## src/rtl/fetch_stage_if.sv

```systemverilog
// ============================================================================
//  fetch_stage_if : control, redirect, instruction-memory and IF/ID signals
//                   shared by the IF stage and its environment.
//  Revision: 1.0
// ============================================================================
`default_nettype none

interface fetch_stage_if;
  logic        stall;
  logic        flush;
  logic        branch_taken;
  logic [31:0] branch_target;
  logic        jump;
  logic [31:0] jump_target;
  logic [31:0] imem_addr;
  logic [31:0] imem_instr;
  logic [31:0] ifid_instr;
  logic [31:0] ifid_pc_plus4;
  logic        ifid_valid;
  logic        pc_oor;

  modport master (
    input  stall, flush, branch_taken, branch_target, jump, jump_target, imem_instr,
    output imem_addr, ifid_instr, ifid_pc_plus4, ifid_valid, pc_oor
  );

  modport slave (
    output stall, flush, branch_taken, branch_target, jump, jump_target, imem_instr,
    input  imem_addr, ifid_instr, ifid_pc_plus4, ifid_valid, pc_oor
  );
endinterface

`default_nettype wire

```

## src/rtl/fetch_stage.sv

```systemverilog
// ============================================================================
//  fetch_stage : MIPS IF stage - PC register, next-PC select, IF/ID register.
//  Optional macro FETCH_PERF_COUNT_EN adds fetch/stall/redirect counters.
//  Revision: 1.0
// ============================================================================
`default_nettype none

module fetch_stage #(
  parameter logic [31:0] RESET_PC   = 32'h0000_0000,
  parameter int unsigned IMEM_WORDS = 256
) (
  input  logic          clk,
  input  logic          rst_n,
  fetch_stage_if.master bus
`ifdef FETCH_PERF_COUNT_EN
  ,
  output logic [31:0]   perf_fetch_cnt,
  output logic [31:0]   perf_stall_cnt,
  output logic [31:0]   perf_redirect_cnt
`endif
);

  // 33-bit so that IMEM_WORDS*4 == 2^32 still compares correctly
  localparam logic [32:0] C_IMEM_BYTES = 33'(IMEM_WORDS) << 2;
  localparam logic [31:0] C_RESET_PC   = {RESET_PC[31:2], 2'b00};

  logic [31:0] pc_q,    pc_d;
  logic [31:0] instr_q, instr_d;
  logic [31:0] pp4_q,   pp4_d;
  logic        valid_q, valid_d;
  logic [31:0] w_pc_plus4;

  assign w_pc_plus4 = pc_q + 32'd4;

  always_comb begin
    pc_d    = pc_q;
    instr_d = instr_q;
    pp4_d   = pp4_q;
    valid_d = valid_q;
    if (bus.jump) begin
      pc_d    = {bus.jump_target[31:2], 2'b00};
      instr_d = 32'd0;
      pp4_d   = 32'd0;
      valid_d = 1'b0;
    end else if (bus.branch_taken) begin
      pc_d    = {bus.branch_target[31:2], 2'b00};
      instr_d = 32'd0;
      pp4_d   = 32'd0;
      valid_d = 1'b0;
    end else if (bus.flush) begin
      instr_d = 32'd0;
      pp4_d   = 32'd0;
      valid_d = 1'b0;
      if (!bus.stall) pc_d = w_pc_plus4;
    end else if (!bus.stall) begin
      pc_d    = w_pc_plus4;
      instr_d = bus.imem_instr;
      pp4_d   = w_pc_plus4;
      valid_d = 1'b1;
    end
  end

  always_ff @(posedge clk or negedge rst_n) begin
    if (!rst_n) begin
      pc_q    <= C_RESET_PC;
      instr_q <= 32'd0;
      pp4_q   <= 32'd0;
      valid_q <= 1'b0;
    end else begin
      pc_q    <= pc_d;
      instr_q <= instr_d;
      pp4_q   <= pp4_d;
      valid_q <= valid_d;
    end
  end

  assign bus.imem_addr     = pc_q;
  assign bus.ifid_instr    = instr_q;
  assign bus.ifid_pc_plus4 = pp4_q;
  assign bus.ifid_valid    = valid_q;
  // Advisory only: fetch proceeds regardless of the range check
  assign bus.pc_oor        = ({1'b0, pc_q} >= C_IMEM_BYTES);

`ifdef FETCH_PERF_COUNT_EN
  logic [31:0] fetch_cnt_q, stall_cnt_q, redirect_cnt_q;
  logic        w_redirect, w_stall_case, w_fetch_case;

  assign w_redirect   = bus.jump | bus.branch_taken;
  assign w_stall_case = !w_redirect && !bus.flush &&  bus.stall;
  assign w_fetch_case = !w_redirect && !bus.flush && !bus.stall;

  always_ff @(posedge clk or negedge rst_n) begin
    if (!rst_n) begin
      fetch_cnt_q    <= 32'd0;
      stall_cnt_q    <= 32'd0;
      redirect_cnt_q <= 32'd0;
    end else begin
      if (w_fetch_case) fetch_cnt_q    <= fetch_cnt_q + 32'd1;
      if (w_stall_case) stall_cnt_q    <= stall_cnt_q + 32'd1;
      if (w_redirect)   redirect_cnt_q <= redirect_cnt_q + 32'd1;
    end
  end

  assign perf_fetch_cnt    = fetch_cnt_q;
  assign perf_stall_cnt    = stall_cnt_q;
  assign perf_redirect_cnt = redirect_cnt_q;
`endif

endmodule

`default_nettype wire

```

## src/flat_wrapper.sv

```systemverilog
// flat-port wrapper written by rule: the top's interface ports become plain ports
module fetch_stage_flat 
#(
  parameter logic [31:0] RESET_PC   = 32'h0000_0000,
  parameter int unsigned IMEM_WORDS = 256
)
  (clk, rst_n, bus_stall, bus_flush, bus_branch_taken, bus_branch_target, bus_jump, bus_jump_target, bus_imem_instr, bus_imem_addr, bus_ifid_instr, bus_ifid_pc_plus4, bus_ifid_valid, bus_pc_oor);
  fetch_stage_if bus_i ();
  input  logic clk;
  input  logic rst_n;
  input wire logic [$bits(bus_i.stall)-1:0] bus_stall;
  input wire logic [$bits(bus_i.flush)-1:0] bus_flush;
  input wire logic [$bits(bus_i.branch_taken)-1:0] bus_branch_taken;
  input wire logic [$bits(bus_i.branch_target)-1:0] bus_branch_target;
  input wire logic [$bits(bus_i.jump)-1:0] bus_jump;
  input wire logic [$bits(bus_i.jump_target)-1:0] bus_jump_target;
  input wire logic [$bits(bus_i.imem_instr)-1:0] bus_imem_instr;
  output wire logic [$bits(bus_i.imem_addr)-1:0] bus_imem_addr;
  output wire logic [$bits(bus_i.ifid_instr)-1:0] bus_ifid_instr;
  output wire logic [$bits(bus_i.ifid_pc_plus4)-1:0] bus_ifid_pc_plus4;
  output wire logic [$bits(bus_i.ifid_valid)-1:0] bus_ifid_valid;
  output wire logic [$bits(bus_i.pc_oor)-1:0] bus_pc_oor;
  assign bus_i.stall = bus_stall;
  assign bus_i.flush = bus_flush;
  assign bus_i.branch_taken = bus_branch_taken;
  assign bus_i.branch_target = bus_branch_target;
  assign bus_i.jump = bus_jump;
  assign bus_i.jump_target = bus_jump_target;
  assign bus_i.imem_instr = bus_imem_instr;
  assign bus_imem_addr = bus_i.imem_addr;
  assign bus_ifid_instr = bus_i.ifid_instr;
  assign bus_ifid_pc_plus4 = bus_i.ifid_pc_plus4;
  assign bus_ifid_valid = bus_i.ifid_valid;
  assign bus_pc_oor = bus_i.pc_oor;
  fetch_stage #(.RESET_PC(RESET_PC), .IMEM_WORDS(IMEM_WORDS)) u_core (.clk(clk), .rst_n(rst_n), .bus(bus_i));
endmodule
```

## config.mk

```make
export PLATFORM = sky130hd
export DESIGN_NAME = fetch_stage_flat
export DESIGN_NICKNAME = d
export VERILOG_FILES = /design/src/rtl/fetch_stage_if.sv /design/src/rtl/fetch_stage.sv /design/src/flat_wrapper.sv
export SDC_FILE = /design/constraint.sdc
export NUM_CORES = 1
export LEC_CHECK = 0
export CAP_MARGIN = 20
export CORE_UTILIZATION = 25
export CTS_CLUSTER_SIZE = 20
export DETAILED_ROUTE_END_ITERATION = 8
export GPL_TIMING_DRIVEN = 0
export PLACE_DENSITY = 0.6
export RECOVER_POWER = 25
export SYNTH_ARGS = -nofsm -noshare
export SYNTH_HDL_FRONTEND = slang
export SYNTH_SLANG_ARGS = --single-unit
```

## constraint.sdc

```tcl
create_clock -name clk -period 4.2 [get_ports clk]
set_input_delay 1.05 -clock clk [delete_from_list [all_inputs] [get_ports clk]]
set_output_delay 1.05 -clock clk [all_outputs]
set_load 0.01 [all_outputs]
```

After elaboration in Yosys (flattened, before gate mapping). Cells that the tools add are included.

Add/subtract/negate cells: 1. Multiply operators: 0. Divide/modulo/power cells: 0. $lt $le $gt $ge: 1. Equality and inequality tests: 2. Shift-type cells: 0. Muxes and demuxes: 14. Bitwise operators: 0. Reductions and logical operators: 0.

Operators by type and width (number): $mux 32 (10); $add 32x3->32 const B (1); $ge 32x11->1 const B (1); $mux 1 (4); $ne 4x1->1 const B (1); $ne 3x1->1 const B (1).

Flip-flop bits (word level): 97. Bits in latches: 0. Bits in writable memories: 0. Bits in read-only memories: 0. Word-level logic and storage cells: 22. Memories kept: 0.

Longest topological paths before layout. Gate-level depths: netlist of run 1.

Depth in word-level cells: 5. Mapped depth: 7. Gate-level depth less buffers: 6.

Least setup slack after synthesis of run 1. OpenSTA, ideal clock, no wires.

Path kind: reg2out. Start: register u_core.pc_q[22] (netlist: u_core.bus.imem_addr[22]). End: output bus_pc_oor. Arrival time: 1527 ps. Required time: 3150 ps. Slack: 1623 ps. Stages on the path, launching flop included: 4. Buffers on the path: 1. Cells stage by stage: dfrtp_1 > buf_2 > or4_1 > or4_1.

Cells in the longest elaborated chain, start to end: 1.

RTL lines: from (decl) (line fetch_stage.sv:27) `logic [31:0] pc_q, pc_d;`; from (signal assigned) (line fetch_stage.sv:70) `pc_q <= pc_d;`; $ge 32x11->1 (line fetch_stage.sv:82) `assign bus.pc_oor = ({1'b0, pc_q} >= C_IMEM_BYTES);`; to (decl) (line flat_wrapper.sv:22) `output wire logic [$bits(bus_i.pc_oor)-1:0] bus_pc_oor;`.

Every way passes these cells.

Worst setup path in the final report of run 1.
Start: register u_core.pc_q[27] (netlist: u_core.bus.imem_addr[27]). End: output bus_pc_oor.

The elaborated chain is that of the path after synthesis.

==> impl_metrics.py, run 1 <==
metrics = {
    "status": {
        "status": "complete, no violations",
    },
    "setup_path": {
        "timing.critical_path.max_delay_family": "simple AND/OR/NAND/NOR gates",
        "timing.critical_path.required_ps": 3150,
        "cp_cell_sequence": "clkbuf_1 > nor4_1 > nand4_1 > or4_1 > clkdlybuf4s50_1",
        "worstPathArrival_ps": 2380,
        "cpPeakStageDelay_ps": 500,
        "reg2regPathDepth": 6,
        "worst-setup-path-type": "reg -> out",
        "worst_path_max_delay_cell": "sky130_fd_sc_hd__clkdlybuf4s50_1",
        "worst_setup_path_end_kind": "output port",
        "worst-path-max-fanout": 8,
        "timing.critical_path.depth": 5,
        "worstSetupStartpointType": "register",
        "worstPathBufferInverterCount": 2,
    },
    "power": {
        "max-vdd-ir-drop_mv": 0.227,
        "power.share.sequential_pct": 40.9,
        "netSwitchingPower_uw": 706,
        "clock_power_share_pct": 38.7,
        "pwr-share-comb_pct": 20.4,
        "power.switching_fraction_pct": 28.3,
        "powerDensity_nw_per_um2": 324,
        "power_report.internal_total_mw": 1.79,
        "cellLeakagePower_nw": 3.18,
    },
    "sta": {
        "drv_slew": 0,
        "report.final.setup_viol": 0,
        "rsz0062_at_grt": "no",
        "worstMarginPinSlew_ps": 1370,
        "slew_headroom_pct": 8.59,
        "final_hold_viol_count": 0,
        "finalCritPeriodShare_pct": 81.6,
        "final.setup_skew_ps": 9.64,
        "fin_setup_tns_ps": 0,
        "finalCriticalPeriod_ps": 3430,
        "fmax_ghz": 0.292,
    },
    "die": {
        "floorplan.die_area_um2": 21000,
        "std_cell_rows": 51,
        "initial_core_utilization_pct": 25.9,
        "design.portCount": 200,
        "dieWidth_um": 145,
        "die_height_um": 145,
        "design.core.area_um2": 19700,
    },
    "yosys": {
        "area_fraction_in_compound_gates_after_synthesis_pct": 15.4,
        "post_syn_area_um2": 5100,
        "netlist-cell-type-count": 56,
        "yosys.area_share.xor_xnor_pct": 4.98,
        "synth_top_flop_cell": "sky130_fd_sc_hd__dfrtp_1",
        "yosys.area_share.simple_pct": 19.9,
        "asyncSetResetFlopFracSynth_pct": 100,
        "synth_seq_area_share_pct": 46.1,
        "synthesis.area_per_instance_um2": 9.26,
        "muxShareOfSynthArea_pct": 7.26,
        "adder_cell_fraction_of_synth_area_pct": 0.490,
        "yosys_warnings": 0,
        "post_synth_inst_count": 551,
        "count_of_flip_flops_with_a_built_in_enable_after_synthesis": 0,
        "synth_top_family_by_area": "simple AND/OR/NAND/NOR gates",
        "yosys_register_bits": 94,
    },
    "clock_tree": {
        "worstSkewPairLatency_ps": 350,
        "tritoncts": "yes",
        "cts_buffers": 9,
        "clockRootBuffer": "sky130_fd_sc_hd__clkbuf_16",
        "clock_path_buffers": 2,
        "post_cts_buffers": 0,
        "cts_sinks": 94,
        "cts_hold_repair.buffers": 0,
        "cts.htree.levels": 3,
        "clkTransAtPathRegs_ps": 70,
        "post_cts_resized": 0,
    },
    "drt": {
        "drt_first_iter_violations": 334,
        "per_cell_via_count_in_the_routed_design": 4.92,
        "detail_route.wl_per_cell_um": 19.5,
        "drc": 0,
        "antenna_violating_nets_post_route": 0,
        "routed_wirelength_um": 20000,
        "routed-via-count": 5053,
        "firstDrtPassIters": 6,
    },
    "global_route": {
        "grt_start_max_net_pins": 53,
        "track_usage_pct": 19.3,
        "antenna_found_initial": 0,
        "first_pass_grt_wire_length_um": 29700,
        "vias_in_the_first_global_route": 4904,
        "total_gr_overflow": 0,
    },
    "min_path": {
        "hold_class": "reg -> reg",
        "hold-path-cell-count": 1,
    },
    "cells_and_area": {
        "layout_net_count": 860,
        "final-instance-count-excl-fill": 1026,
        "syn_to_final_growth_pct": 51.0,
        "final_layout_size_suffix_gt1_share_pct": 6.31,
        "antenna_cells": 0,
        "finish.utilization_pct": 39.1,
    },
    "placed_design": {
        "io_buffer_count": 192,
        "placedCellCount": 1010,
        "final_weighted_congestion_in_routability_driven_placement": 0.926,
        "dp.final_hpwl_um": 15200,
    },
    "flow_run": {
        "max_cap_viol_count": 0,
    },
}
==> cell usage after synthesis, types with 2 or more instances <==
cell type | n | share of area [%]
sky130_fd_sc_hd__mux2i_1 | 37 | 7.3
sky130_fd_sc_hd__clkbuf_8 | 4 | 1.1
sky130_fd_sc_hd__nor3b_1 | 2 | 0.29
sky130_fd_sc_hd__a31oi_1 | 2 | 0.25
sky130_fd_sc_hd__and2_1 | 2 | 0.25
sky130_fd_sc_hd__a211oi_1 | 6 | 0.88
sky130_fd_sc_hd__nand2_1 | 49 | 3.6
sky130_fd_sc_hd__o31ai_1 | 3 | 0.44
sky130_fd_sc_hd__nor4_4 | 2 | 0.83
sky130_fd_sc_hd__and3_1 | 5 | 0.61
sky130_fd_sc_hd__o21ai_0 | 32 | 3.1
sky130_fd_sc_hd__xor2_1 | 21 | 3.6
sky130_fd_sc_hd__dfrtp_1 | 94 | 46
sky130_fd_sc_hd__o211ai_1 | 3 | 0.44
sky130_fd_sc_hd__nand3_1 | 15 | 1.5
sky130_fd_sc_hd__a21oi_1 | 53 | 5.2
sky130_fd_sc_hd__buf_4 | 4 | 0.59
sky130_fd_sc_hd__xnor2_1 | 8 | 1.4
sky130_fd_sc_hd__nand3b_1 | 2 | 0.29
sky130_fd_sc_hd__nand3_4 | 2 | 0.69
sky130_fd_sc_hd__nor4_1 | 6 | 0.74
sky130_fd_sc_hd__o22ai_1 | 5 | 0.61
sky130_fd_sc_hd__and4_1 | 3 | 0.52
sky130_fd_sc_hd__ha_1 | 2 | 0.49
sky130_fd_sc_hd__o21a_1 | 2 | 0.29
sky130_fd_sc_hd__clkbuf_1 | 23 | 1.7
sky130_fd_sc_hd__buf_6 | 4 | 0.88
sky130_fd_sc_hd__or4_1 | 3 | 0.44
sky130_fd_sc_hd__buf_2 | 7 | 0.69
sky130_fd_sc_hd__a22oi_1 | 6 | 0.88
sky130_fd_sc_hd__buf_1 | 3 | 0.22
sky130_fd_sc_hd__nor3_1 | 5 | 0.49
sky130_fd_sc_hd__nand4_1 | 13 | 1.6
sky130_fd_sc_hd__or3_1 | 2 | 0.25
sky130_fd_sc_hd__o221ai_1 | 10 | 1.7
sky130_fd_sc_hd__inv_1 | 9 | 0.66
sky130_fd_sc_hd__nor2_1 | 83 | 6.1
==> power by group through the flow <==
stage          combinational [mW]  clock (mW)  sequential [mW]
2_1_floorplan               0.210           0             1.03
3_3_place_gp                0.507           0             1.03
3_5_place_dp                0.511           0             1.03
4_1_cts                     0.513       0.981             1.02
5_1_grt                     0.549        1.02             1.02
6_report                    0.509       0.965             1.02
==> path summary, 6_finish.rpt <==
kind                                               start                           end  slack (ps)
min in group asynchronous                          rst_n      u_core.bus.imem_addr[22]        1010
max in group asynchronous                          rst_n     u_core.bus.ifid_instr[12]        1380
worst min register to register     u_core.bus.ifid_valid         u_core.bus.ifid_valid         490
worst max-delay path            u_core.bus.imem_addr[27]                    bus_pc_oor         770
worst max register to register   u_core.bus.imem_addr[2]  u_core.bus.ifid_pc_plus4[30]        2020
worst min-delay path               u_core.bus.ifid_valid         u_core.bus.ifid_valid         490
==> registers in the layout, summed over array words and instances (netlist names) <==
name and count:
u_core.bus.ifid_instr 32, u_core.bus.ifid_pc_plus4 31, u_core.bus.imem_addr 30, u_core.bus.ifid_valid 1
==> area by class of cell <==
type / count / area (µm²)
Inverter: 9 / 33.8
Sequential cell: 94 / 2350
Multi-Input combinational cell: 404 / 2460
Buffer: 45 / 263
Tap cell: 265 / 332
Timing Repair Buffer: 193 / 1920
Clock buffer: 9 / 225
Fill cell: 2010 / 12000
Clock inverter: 7 / 120
==> worst reg2reg max path, stage by stage (launching register included) <==
cell and delay [ps]:
sky130_fd_sc_hd__dfrtp_1 500, sky130_fd_sc_hd__ha_1 230, sky130_fd_sc_hd__nand2_1 120, sky130_fd_sc_hd__nor2_1 460
sky130_fd_sc_hd__nand4_1 280, sky130_fd_sc_hd__xnor2_1 350, sky130_fd_sc_hd__a21oi_1 110
==> metrics by stage <==
step	setup slack [ps]	power, mW	hold WS [ps]	area [µm²]
CTS	751	2.51	489	7730
global placement	-1830	1.54	476	7360
finish	772	2.49	489	7700
global route	646	2.60	507	7700
floorplan	1620	1.24	516	5110
detailed placement	716	1.54	474	7380
==> layout by cell type, fill, tap and decap left out, types with 3 or more instances in the layout <==
| master | count |
|---|---|
| sky130_fd_sc_hd__xnor2_1 | 8 |
| sky130_fd_sc_hd__a22oi_1 | 6 |
| sky130_fd_sc_hd__o211ai_1 | 3 |
| sky130_fd_sc_hd__a21oi_1 | 53 |
| sky130_fd_sc_hd__mux2i_1 | 37 |
| sky130_fd_sc_hd__o31ai_1 | 3 |
| sky130_fd_sc_hd__clkbuf_8 | 4 |
| sky130_fd_sc_hd__and4_1 | 3 |
| sky130_fd_sc_hd__o21ai_0 | 32 |
| sky130_fd_sc_hd__and3_1 | 5 |
| sky130_fd_sc_hd__xor2_1 | 21 |
| sky130_fd_sc_hd__nand2_1 | 49 |
| sky130_fd_sc_hd__buf_6 | 4 |
| sky130_fd_sc_hd__a211oi_1 | 6 |
| sky130_fd_sc_hd__nor3_1 | 5 |
| sky130_fd_sc_hd__bufinv_16 | 3 |
| sky130_fd_sc_hd__clkbuf_16 | 9 |
| sky130_fd_sc_hd__nor2_1 | 83 |
| sky130_fd_sc_hd__o22ai_1 | 5 |
| sky130_fd_sc_hd__o221ai_1 | 10 |
| sky130_fd_sc_hd__buf_4 | 4 |
| sky130_fd_sc_hd__nand3_1 | 15 |
| sky130_fd_sc_hd__nand4_1 | 13 |
| sky130_fd_sc_hd__clkbuf_1 | 23 |
| sky130_fd_sc_hd__clkdlybuf4s50_1 | 191 |
| sky130_fd_sc_hd__or4_1 | 3 |
| sky130_fd_sc_hd__dfrtp_1 | 94 |
| sky130_fd_sc_hd__buf_1 | 3 |
| sky130_fd_sc_hd__inv_1 | 9 |
| sky130_fd_sc_hd__nor4_1 | 6 |
| sky130_fd_sc_hd__buf_2 | 7 |
==> metal layers <==
layer  vias up  track usage, %  part of all wire, %
met5         -               0                    0
met4         0            7.37                  2.3
met3        27            3.95                  7.4
met2       226            29.0                   45
met1      2443            27.1                   46
li1       2357               -                    -
==> kinds of logic after synthesis <==
kind of cell	Yosys count
AND/OR/NAND/NOR	203
other	1
flip-flops	94
XOR/XNOR	29
AO/OA/AOI/OAI	131
adder cells (fa/ha/maj)	2
buffers and inverters	54
multiplexers	37
Note: power is estimated with default switching activity, not from simulation.
==> inputs of run 2 (changes only) <==
clock period = 3.3 ns   (was 4.2 ns; I/O delays follow)
==> run 2 against run 1 <==
Effect of this change: critical path depth decreased by 2; worst setup slack got worse by 640 ps; sequential share of layout area about the same; power increased by 27%; clock power is 27% higher; combinational power grew 27%; highest routed layer unchanged.
==> impl_metrics.py, run 2 (synthesized netlist as in run 1, its figures left out) <==
metrics = {
    "global_route": {
        "antenna_found_initial": 0,
        "track_usage_pct": 19.3,
        "vias_in_the_first_global_route": 4904,
        "grt_start_max_net_pins": 53,
        "first_pass_grt_wire_length_um": 29700,
        "total_gr_overflow": 0,
    },
    "sta": {
        "report.final.setup_viol": 0,
        "fmax_ghz": 0.315,
        "final.setup_skew_ps": 11.4,
        "final_hold_viol_count": 0,
        "finalCriticalPeriod_ps": 3170,
        "drv_slew": 0,
        "slew_headroom_pct": 8.62,
        "finalCritPeriodShare_pct": 96.1,
        "final_critical_path_setup_slack_ps": 128,
        "worstMarginPinSlew_ps": 1370,
        "rsz0062_at_grt": "no",
    },
    "cells_and_area": {
        "final-seq-area_um2": 2350,
        "layout_net_count": 860,
        "layout.filler_cells": 2008,
        "final_layout_size_suffix_gt1_share_pct": 6.44,
        "largest_register_ff_count": 32,
        "antenna_cells": 0,
        "layout_common_cells": "sky130_fd_sc_hd__clkdlybuf4s50_1, sky130_fd_sc_hd__dfrtp_1, sky130_fd_sc_hd__nor2_1",
        "finish.utilization_pct": 39.1,
        "multiInputGateArea_um2": 2460,
        "design_area_um2": 7710,
        "final_common_cell": "sky130_fd_sc_hd__clkdlybuf4s50_1",
        "syn_to_final_growth_pct": 51.1,
    },
    "power": {
        "max-vdd-ir-drop_mv": 0.290,
        "power.share.sequential_pct": 40.9,
        "pwr-share-comb_pct": 20.4,
        "clock_power_share_pct": 38.7,
        "netSwitchingPower_uw": 899,
        "power_report.internal_total_mw": 2.27,
        "power.switching_fraction_pct": 28.3,
        "powerDensity_nw_per_um2": 412,
        "finalPower_mw": 3.17,
        "cellLeakagePower_nw": 3.18,
    },
    "die": {
        "die_height_um": 145,
        "design.core.area_um2": 19700,
        "dieWidth_um": 145,
        "initial_core_utilization_pct": 25.9,
        "design.portCount": 200,
        "floorplan.die_area_um2": 21000,
        "std_cell_rows": 51,
    },
    "setup_path": {
        "worst-path-max-fanout": 7,
        "worst-setup-path-type": "reg -> out",
        "r2r_end": "u_core.bus.ifid_pc_plus4[30]",
        "worst_setup_path_end_kind": "output port",
        "reg2reg_slack_ps": 1110,
        "worstPathArrival_ps": 2350,
        "setup.worst_path.start": "u_core.bus.imem_addr[25]",
        "worstSetupStartpointType": "register",
        "timing.critical_path.required_ps": 2470,
        "critPathCapture": "bus_pc_oor",
        "rr_startpoint": "u_core.bus.imem_addr[2]",
        "reg2regPathDepth": 6,
    },
    "drt": {
        "drt_first_iter_violations": 370,
        "antenna_violating_nets_post_route": 0,
        "routed-via-count": 5038,
        "firstDrtPassIters": 6,
        "routed_wirelength_um": 20000,
        "per_cell_via_count_in_the_routed_design": 4.91,
        "detail_route.wl_per_cell_um": 19.5,
        "drc": 0,
    },
    "clock_tree": {
        "cts.htree.levels": 3,
        "cts_buffers": 9,
        "clkTransAtPathRegs_ps": 70,
        "post_cts_buffers": 0,
        "clockRootBuffer": "sky130_fd_sc_hd__clkbuf_16",
        "cts_sinks": 94,
        "worstSkewPairLatency_ps": 350,
        "clock_path_buffers": 2,
        "cts_hold_repair.buffers": 0,
        "tritoncts": "yes",
    },
    "placed_design": {
        "final_weighted_congestion_in_routability_driven_placement": 0.926,
        "io_buffer_count": 192,
        "placedInstanceArea_um2": 7380,
        "post-place-ws_ps": 40.7,
        "dp.final_hpwl_um": 15200,
    },
    "flow_run": {
        "max_cap_viol_count": 0,
    },
    "min_path": {
        "hold_class": "reg -> reg",
    },
    "status": {
        "status": "complete, no violations",
    },
}
run 2: area by class of cell:
type,instances,area share [%]
plain buffers,45,3.41
inverters,9,0.438
clock inverters,7,1.56
repair buffers,193,24.9
multi-input cells,404,31.9
flip-flops and latches,94,30.5
clock buffers,9,2.92
well taps,265,4.30
run 2: timing repair:
item / CTS / global route
endpoints found under the setup margin: 0 / 1
gates resized for setup: 0 / 1
endpoints found under the hold margin: 0 / 0
run 2: worst max-delay path, stage by stage (launching register included):
cell                              delay (ps)
sky130_fd_sc_hd__dfrtp_1                 480
sky130_fd_sc_hd__or4_1                   530
sky130_fd_sc_hd__or4_1                   490
sky130_fd_sc_hd__clkdlybuf4s50_1         500
run 2: power by group through the flow:
stage	Clock (mW)	Sequential, mW	Combinational, mW
after global routing	1.30	1.30	0.699
after detailed placement	0	1.32	0.651
after CTS	1.25	1.29	0.653
after floorplan	0	1.32	0.267
after global placement	0	1.32	0.646
final	1.23	1.30	0.648
run 2: per-layer routing:
metal	track usage [%]	vias to the layer above	routed length [µm]
met4	7.37	0	465
li1	-	2354	-
met1	27.1	2436	8990
met2	29.0	221	8990
met3	3.95	27	1540
met5	0	-	0
run 2: how the worst min path moves through the flow:
stage	startpoint	end	slack [ps]	cells after the start
6_report	u_core.bus.ifid_valid	u_core.bus.ifid_valid	490	1
5_1_grt	u_core.bus.ifid_valid	u_core.bus.ifid_valid	510	1
4_1_cts	u_core.bus.ifid_valid	u_core.bus.ifid_valid	490	1
3_5_place_dp	u_core.bus.ifid_valid	u_core.bus.ifid_valid	470	1
3_3_place_gp	u_core.bus.ifid_valid	u_core.bus.ifid_valid	480	1
2_1_floorplan	u_core.bus.ifid_valid	u_core.bus.ifid_valid	520	1
run 2: through the flow:
stage / std cells / setup TNS, ps / hold WS, ps
5_1_grt: 1026 / 0 / 507
3_5_place_dp: 1010 / 0 / 474
2_1_floorplan: 552 / 0 / 516
4_1_cts: 1026 / 0 / 489
6_report: 1026 / 0 / 489
3_3_place_gp: 1009 / -234870 / 476
